## config.mk

```make
export PLATFORM = sky130hd
export DESIGN_NAME = btn_conditioner
export DESIGN_NICKNAME = d
export VERILOG_FILES = /design/src/rtl/btn_conditioner.sv
export SDC_FILE = /design/constraint.sdc
export NUM_CORES = 1
export LEC_CHECK = 0
export ABC_AREA = 0
export CAP_MARGIN = 0
export CORE_ASPECT_RATIO = 1.5
export CORE_MARGIN = 5
export CORE_UTILIZATION = 59
export CTS_BUF_LIST = sky130_fd_sc_hd__clkbuf_8 sky130_fd_sc_hd__clkbuf_16
export CTS_CLUSTER_DIAMETER = 120
export DETAILED_ROUTE_END_ITERATION = 12
export GPL_ROUTABILITY_DRIVEN = 0
export GPL_TIMING_DRIVEN = 0
export PLACE_DENSITY = 0.75
export SYNTH_ARGS = -nofsm -noshare
export SYNTH_HDL_FRONTEND = slang
export SYNTH_SLANG_ARGS = --single-unit
```

## constraint.sdc

```tcl
create_clock -name clk -period 2.7 [get_ports clk]
set_clock_uncertainty 0.2 [all_clocks]
set_input_delay 0.405 -clock clk [delete_from_list [all_inputs] [get_ports clk]]
set_output_delay 0.405 -clock clk [all_outputs]
set_load 0.1 [all_outputs]
```

## src/rtl/btn_conditioner.sv

```systemverilog
// btn_conditioner
//   Input-side front end for the game board. Each raw push-button is
//   synchronised, debounced and turned into a clean pressed level plus
//   single-cycle press, release and auto-repeat strobes. Channels are fully
//   independent; the only shared logic is the any_press OR.
//
// Ports
//   clk          system clock, all logic on the rising edge
//   rst_n        synchronous active-low reset
//   btn_raw      asynchronous raw button pins (polarity set by ACTIVE_HIGH)
//   btn_level    debounced pressed state, 1 = pressed
//   btn_press    one-cycle strobe on an accepted press
//   btn_release  one-cycle strobe on an accepted release
//   btn_repeat   one-cycle auto-repeat strobe while held
//   any_press    OR of btn_press, registered alongside it
module btn_conditioner #(
  parameter int                N_BTN        = 5,
  parameter bit                ACTIVE_HIGH  = 1'b1,
  parameter int                DEBOUNCE_CYC = 20,
  parameter int                REPEAT_DELAY = 500,
  parameter int                REPEAT_RATE  = 100,
  parameter logic [N_BTN-1:0]  REPEAT_EN    = {N_BTN{1'b1}}
) (
  input  logic             clk,
  input  logic             rst_n,
  input  logic [N_BTN-1:0] btn_raw,
  output logic [N_BTN-1:0] btn_level,
  output logic [N_BTN-1:0] btn_press,
  output logic [N_BTN-1:0] btn_release,
  output logic [N_BTN-1:0] btn_repeat,
  output logic             any_press
);

  localparam int RMAX = (REPEAT_DELAY > REPEAT_RATE) ? REPEAT_DELAY : REPEAT_RATE;
  localparam int RW   = (RMAX > 1) ? $clog2(RMAX) : 1;

  localparam logic [9:0]    DEB_TERM  = 10'(DEBOUNCE_CYC - 1);
  localparam logic [RW-1:0] DLY_TERM  = RW'(REPEAT_DELAY - 1);
  localparam logic [RW-1:0] RATE_TERM = RW'(REPEAT_RATE - 1);

  typedef enum logic [1:0] {
    IDLE = 2'd0,
    WAIT = 2'd1,
    RPT  = 2'd2
  } state_t;

  // Press decision of each channel for the coming edge; shared with any_press
  // so the OR lands in the same cycle as the individual strobes.
  logic [N_BTN-1:0] press_nxt;

  for (genvar i = 0; i < N_BTN; i++) begin : g_ch
    logic [1:0]    sync_p0;
    logic [9:0]    dcnt;
    logic [RW-1:0] rcnt;
    state_t        state;
    logic          level, press, rel, rpt;
    logic          raw_in, s, accept, rel_nxt;

    assign raw_in = ACTIVE_HIGH ? btn_raw[i] : ~btn_raw[i];
    assign s      = sync_p0[1];

    // A level change is accepted once s has disagreed with the current
    // level for DEBOUNCE_CYC consecutive edges (including this one).
    assign accept       = (s != level) && (dcnt == DEB_TERM);
    assign press_nxt[i] = accept & s;
    assign rel_nxt      = accept & ~s;

    always_ff @(posedge clk) begin
      if (!rst_n) begin
        sync_p0 <= 2'b00;
        dcnt    <= 10'd0;
        level   <= 1'b0;
        press   <= 1'b0;
        rel     <= 1'b0;
        rpt     <= 1'b0;
        rcnt    <= '0;
        state   <= IDLE;
      end else begin
        // stage boundary: two-flop synchroniser
        sync_p0 <= {sync_p0[0], raw_in};

        press <= press_nxt[i];
        rel   <= rel_nxt;
        rpt   <= 1'b0;

        if (s == level) begin
          dcnt <= 10'd0;
        end else if (accept) begin
          dcnt  <= 10'd0;
          level <= s;
        end else begin
          dcnt <= dcnt + 10'd1;
        end

        // Release wins over any repeat that would fall on the same edge.
        if (rel_nxt) begin
          state <= IDLE;
          rcnt  <= '0;
        end else begin
          case (state)
            IDLE: begin
              rcnt <= '0;
              if (press_nxt[i] && REPEAT_EN[i]) state <= WAIT;
            end
            WAIT: begin
              if (rcnt == DLY_TERM) begin
                rpt   <= 1'b1;
                rcnt  <= '0;
                state <= RPT;
              end else begin
                rcnt <= rcnt + RW'(1);
              end
            end
            RPT: begin
              if (rcnt == RATE_TERM) begin
                rpt  <= 1'b1;
                rcnt <= '0;
              end else begin
                rcnt <= rcnt + RW'(1);
              end
            end
            default: begin
              state <= IDLE;
              rcnt  <= '0;
            end
          endcase
        end
      end
    end

    assign btn_level[i]   = level;
    assign btn_press[i]   = press;
    assign btn_release[i] = rel;
    assign btn_repeat[i]  = rpt;
  end

  always_ff @(posedge clk) begin
    if (!rst_n) any_press <= 1'b0;
    else        any_press <= |press_nxt;
  end

endmodule

```

==> summary.md <==
| Metric | Value |
|---|---|
| Clock transition at path regs | `60 ps` |
| IR drop worst, VDD | `0.425 mV` |
| Yosys top cell by area | `dfxtp_1` |
| WS Path Type | `flop to output port` |
| First-pass GRT wire length | `19900 um` |
| Largest net degree at the start of global routing | `17` |
| Cts hold-fix bufs | `0` |
| All-Layer GR Usage | `0.193` |
| Tcrit/Tclk final | `0.966` |
| ANT cells | `0` |
| Post-Synthesis Cell Area | `6110 um^2` |
| Worst slew pin tran | `968 ps` |
| Post-synth EDFFs | `0` |
| CP max stage delay | `1110 ps` |
| Grt total ovfl | `0` |
| CTS buffer count | `17` |
| Area growth syn-to-layout | `17.1%` |
| First-iteration detailed-routing DRC count | `146` |
| Top cells by count, synth | `136 x dfxtp_1, 125 x nor2_1, 48 x xnor2_1` |
| Flops & latches, synth | `136` |
| Initial core utilization | `0.603` |
| CP Launch Type | `flop` |
| Unrepaired setup endpoints after global routing | `no` |
| Status | `finished, final reports clean` |
| # fillers | `767` |
| Synth cell types | `54` |
| Static leakage | `2.54 nW` |
| Die span in y | `135 um` |
| Part of the power in the clock network | `0.543` |
| Worst EP arrival | `2000 ps` |
| Max Slew Vio Count | `0` |
| Avg Synthesized Cell Area | `9.18 um^2` |
| Pwr Density | `634 nW/um^2` |
| Fin area | `7160 um^2` |
| Met3 WL | `327 um` |
| CP Capture Type | `output port` |
| Worst-path cell chain | `buf_4, clkdlybuf4s50_1` |
| Levels on crit path | `2` |
| CP required | `2100 ps` |
| Largest delay contributor family on the critical path | `buffers and inverters` |
| Clock Path Buffers | `2` |
| Post-CTS setup buffers | `0` |
| Final Setup Violations | `0` |
| Util after Layout | `0.707` |
| Top post-synthesis cells by area | `dfxtp_1 45%, nor2_1 7.7%, xnor2_1 6.9%` |
| Placed cell areas | `6520 um^2` |
| Initial antenna violation count | `0` |
| Post-synth top flop | `dfxtp_1` |
| Crit-path max FO | `4` |
| Hold Fails Final Rpt | `0` |
| Die outline area | `12500 um^2` |
| Via density | `5.56` |
| Seq/Total Area, Yosys | `0.445` |
| Ys async rst share | `0` |
| Post-Synthesis Cells | `666` |
| Routed WL per cell | `13.5 um` |
| Combinational share of power | `0.011` |
| Worst min-delay path category | `input port to flop` |
| Met2 wire length | `5880 um` |
| Maximum clock frequency | `0.384 GHz` |
| Switch share | `0.195` |
| Routed vias | `4677` |
| Detail Placement HPWL | `7980 um` |
| Fin nets | `743` |
| YS warnings | `0` |
| Int Power | `0.00365 W` |
| Total wire length | `11400 um` |
| WL met1 | `4900 um` |
| Die X | `93.1 um` |
| Post-route ant nets | `0` |
| Setup TNS | `0 ps` |
| Psw | `0.000887 W` |
| I/O pin cnt | `28` |
| H-tree depth | `4` |
| Port bufs | `26` |
| Ratio of cells with drive above 1 in the final layout | `0.104` |
| Top-count cell post-synth | `dfxtp_1` |
| Hold path depth | `3` |
| Path depth of the worst reg2reg path | `5` |
| FP Rows | `45` |
| Cell at the slowest stage of the critical path | `clkdlybuf4s50_1` |
| CTS tree | `built` |
| Slew HR | `0.353` |
| Sequential fraction of design power | `0.446` |
| Max Cap Viol | `0` |
| Clock latency on the worst-skew pair | `410 ps` |
| # clock sinks | `136` |
| CTS root buf | `clkbuf_16` |
| Yosys top cell area share | `0.445` |
| Vias in the first global route | `4600` |
| Syn_nets | `698` |
| Core area | `10100 um^2` |
| Post-route DRC | `0` |
| Final min period | `2610 ps` |
| CP bufs+invs | `2` |
| First-pass DRT Iterations | `4` |
| DR top layer | `met4` |
## final cells by class
type	instances	area, um^2	share of cell area
clock buffer	20	467	0.0652
inverter	30	113	0.0157
sequential	136	2720	0.380
timing repair buffer	26	263	0.0367
tap	117	146	0.0204
clock inverter	12	173	0.0241
buffer	32	209	0.0292
multi-input combinational	468	3070	0.429
## worst register-to-register path, cell delays in order (launching register included)
cell and delay [ps]:
dfxtp_1 370, ha_1 240, or3b_4 410, o31a_1 350, o211ai_2 390, nor2_1 100
## per-stage QoR
| stage | total power (W) | cells | setup WS (ps) | hold WS [ps] |
|---|---|---|---|---|
| detailed placement | 0.00212 | 809 | 426 | 219 |
| floorplan | 0.00210 | 666 | 722 | 212 |
| finish | 0.00454 | 841 | 92.8 | 190 |
| global placement | 0.00211 | 809 | 427 | 216 |
| CTS | 0.00458 | 841 | 0.482 | 188 |
| global route | 0.00468 | 841 | 43.8 | 228 |
## flip-flops by register name (all words and copies together), names as in the netlist
name,cells
any_press,1
g_ch.rel,5
g_ch.state,10
g_ch.level,5
g_ch.sync_p0,10
g_ch.dcnt,50
g_ch.rcnt,45
g_ch.press,5
g_ch.rpt,5
## power by group through the flow
stage               sequential (W)  clock [W]  combinational, W
floorplan                  0.00206          0         0.0000314
global placement           0.00207          0         0.0000492
detailed placement         0.00207          0         0.0000504
CTS                        0.00202    0.00250         0.0000509
global route               0.00202    0.00260         0.0000563
finish                     0.00202    0.00247         0.0000499
## routing by layer
layer  up-vias  track usage
li1       2355            -
met1      2223        0.215
met2        72        0.345
met3        27       0.0452
met4         0       0.0848
met5         -            0
## placed cells by master (no fill, tap or decap), types with 17 or more instances in the layout
| master | instances |
|---|---|
| inv_1 | 30 |
| nand3_1 | 33 |
| clkdlybuf4s50_1 | 22 |
| nor2_1 | 125 |
| nand2_1 | 39 |
| clkbuf_16 | 17 |
| ha_1 | 25 |
| nand4_1 | 18 |
| dfxtp_1 | 136 |
| xor2_1 | 29 |
| xnor2_1 | 48 |
| buf_4 | 20 |
## kinds of logic after synthesis
kind of cell             count (synthesis)  synth area share
XOR/XNOR                                77             0.110
adder cells (fa/ha/maj)                 25            0.0512
flip-flops                             136             0.445
multiplexers                             6           0.00982
AO/OA/AOI/OAI                           45            0.0694
buffers and inverters                   62            0.0526
AND/OR/NAND/NOR                        315             0.262
## repair_timing
action                     in CTS  in global routing
gates resized for setup         2                  2
pin swaps                       0                  0
setup endpoints to repair       2                  2
cloned                          0                  0
## worst paths after layout
| path | slack, ps | start | endpoint |
|---|---|---|---|
| worst max-delay path | 90 | g_ch[1].level | btn_level[1] |
| worst min-delay path | 190 | rst_n | g_ch[3].level |
| worst max register to register | 520 | g_ch[1].rcnt[0] | g_ch[1].rcnt[6] |
| worst min register to register | 230 | g_ch[2].sync_p0[0] | g_ch[2].sync_p0[1] |
No activity file was read; power rests on OpenSTA's default activity.
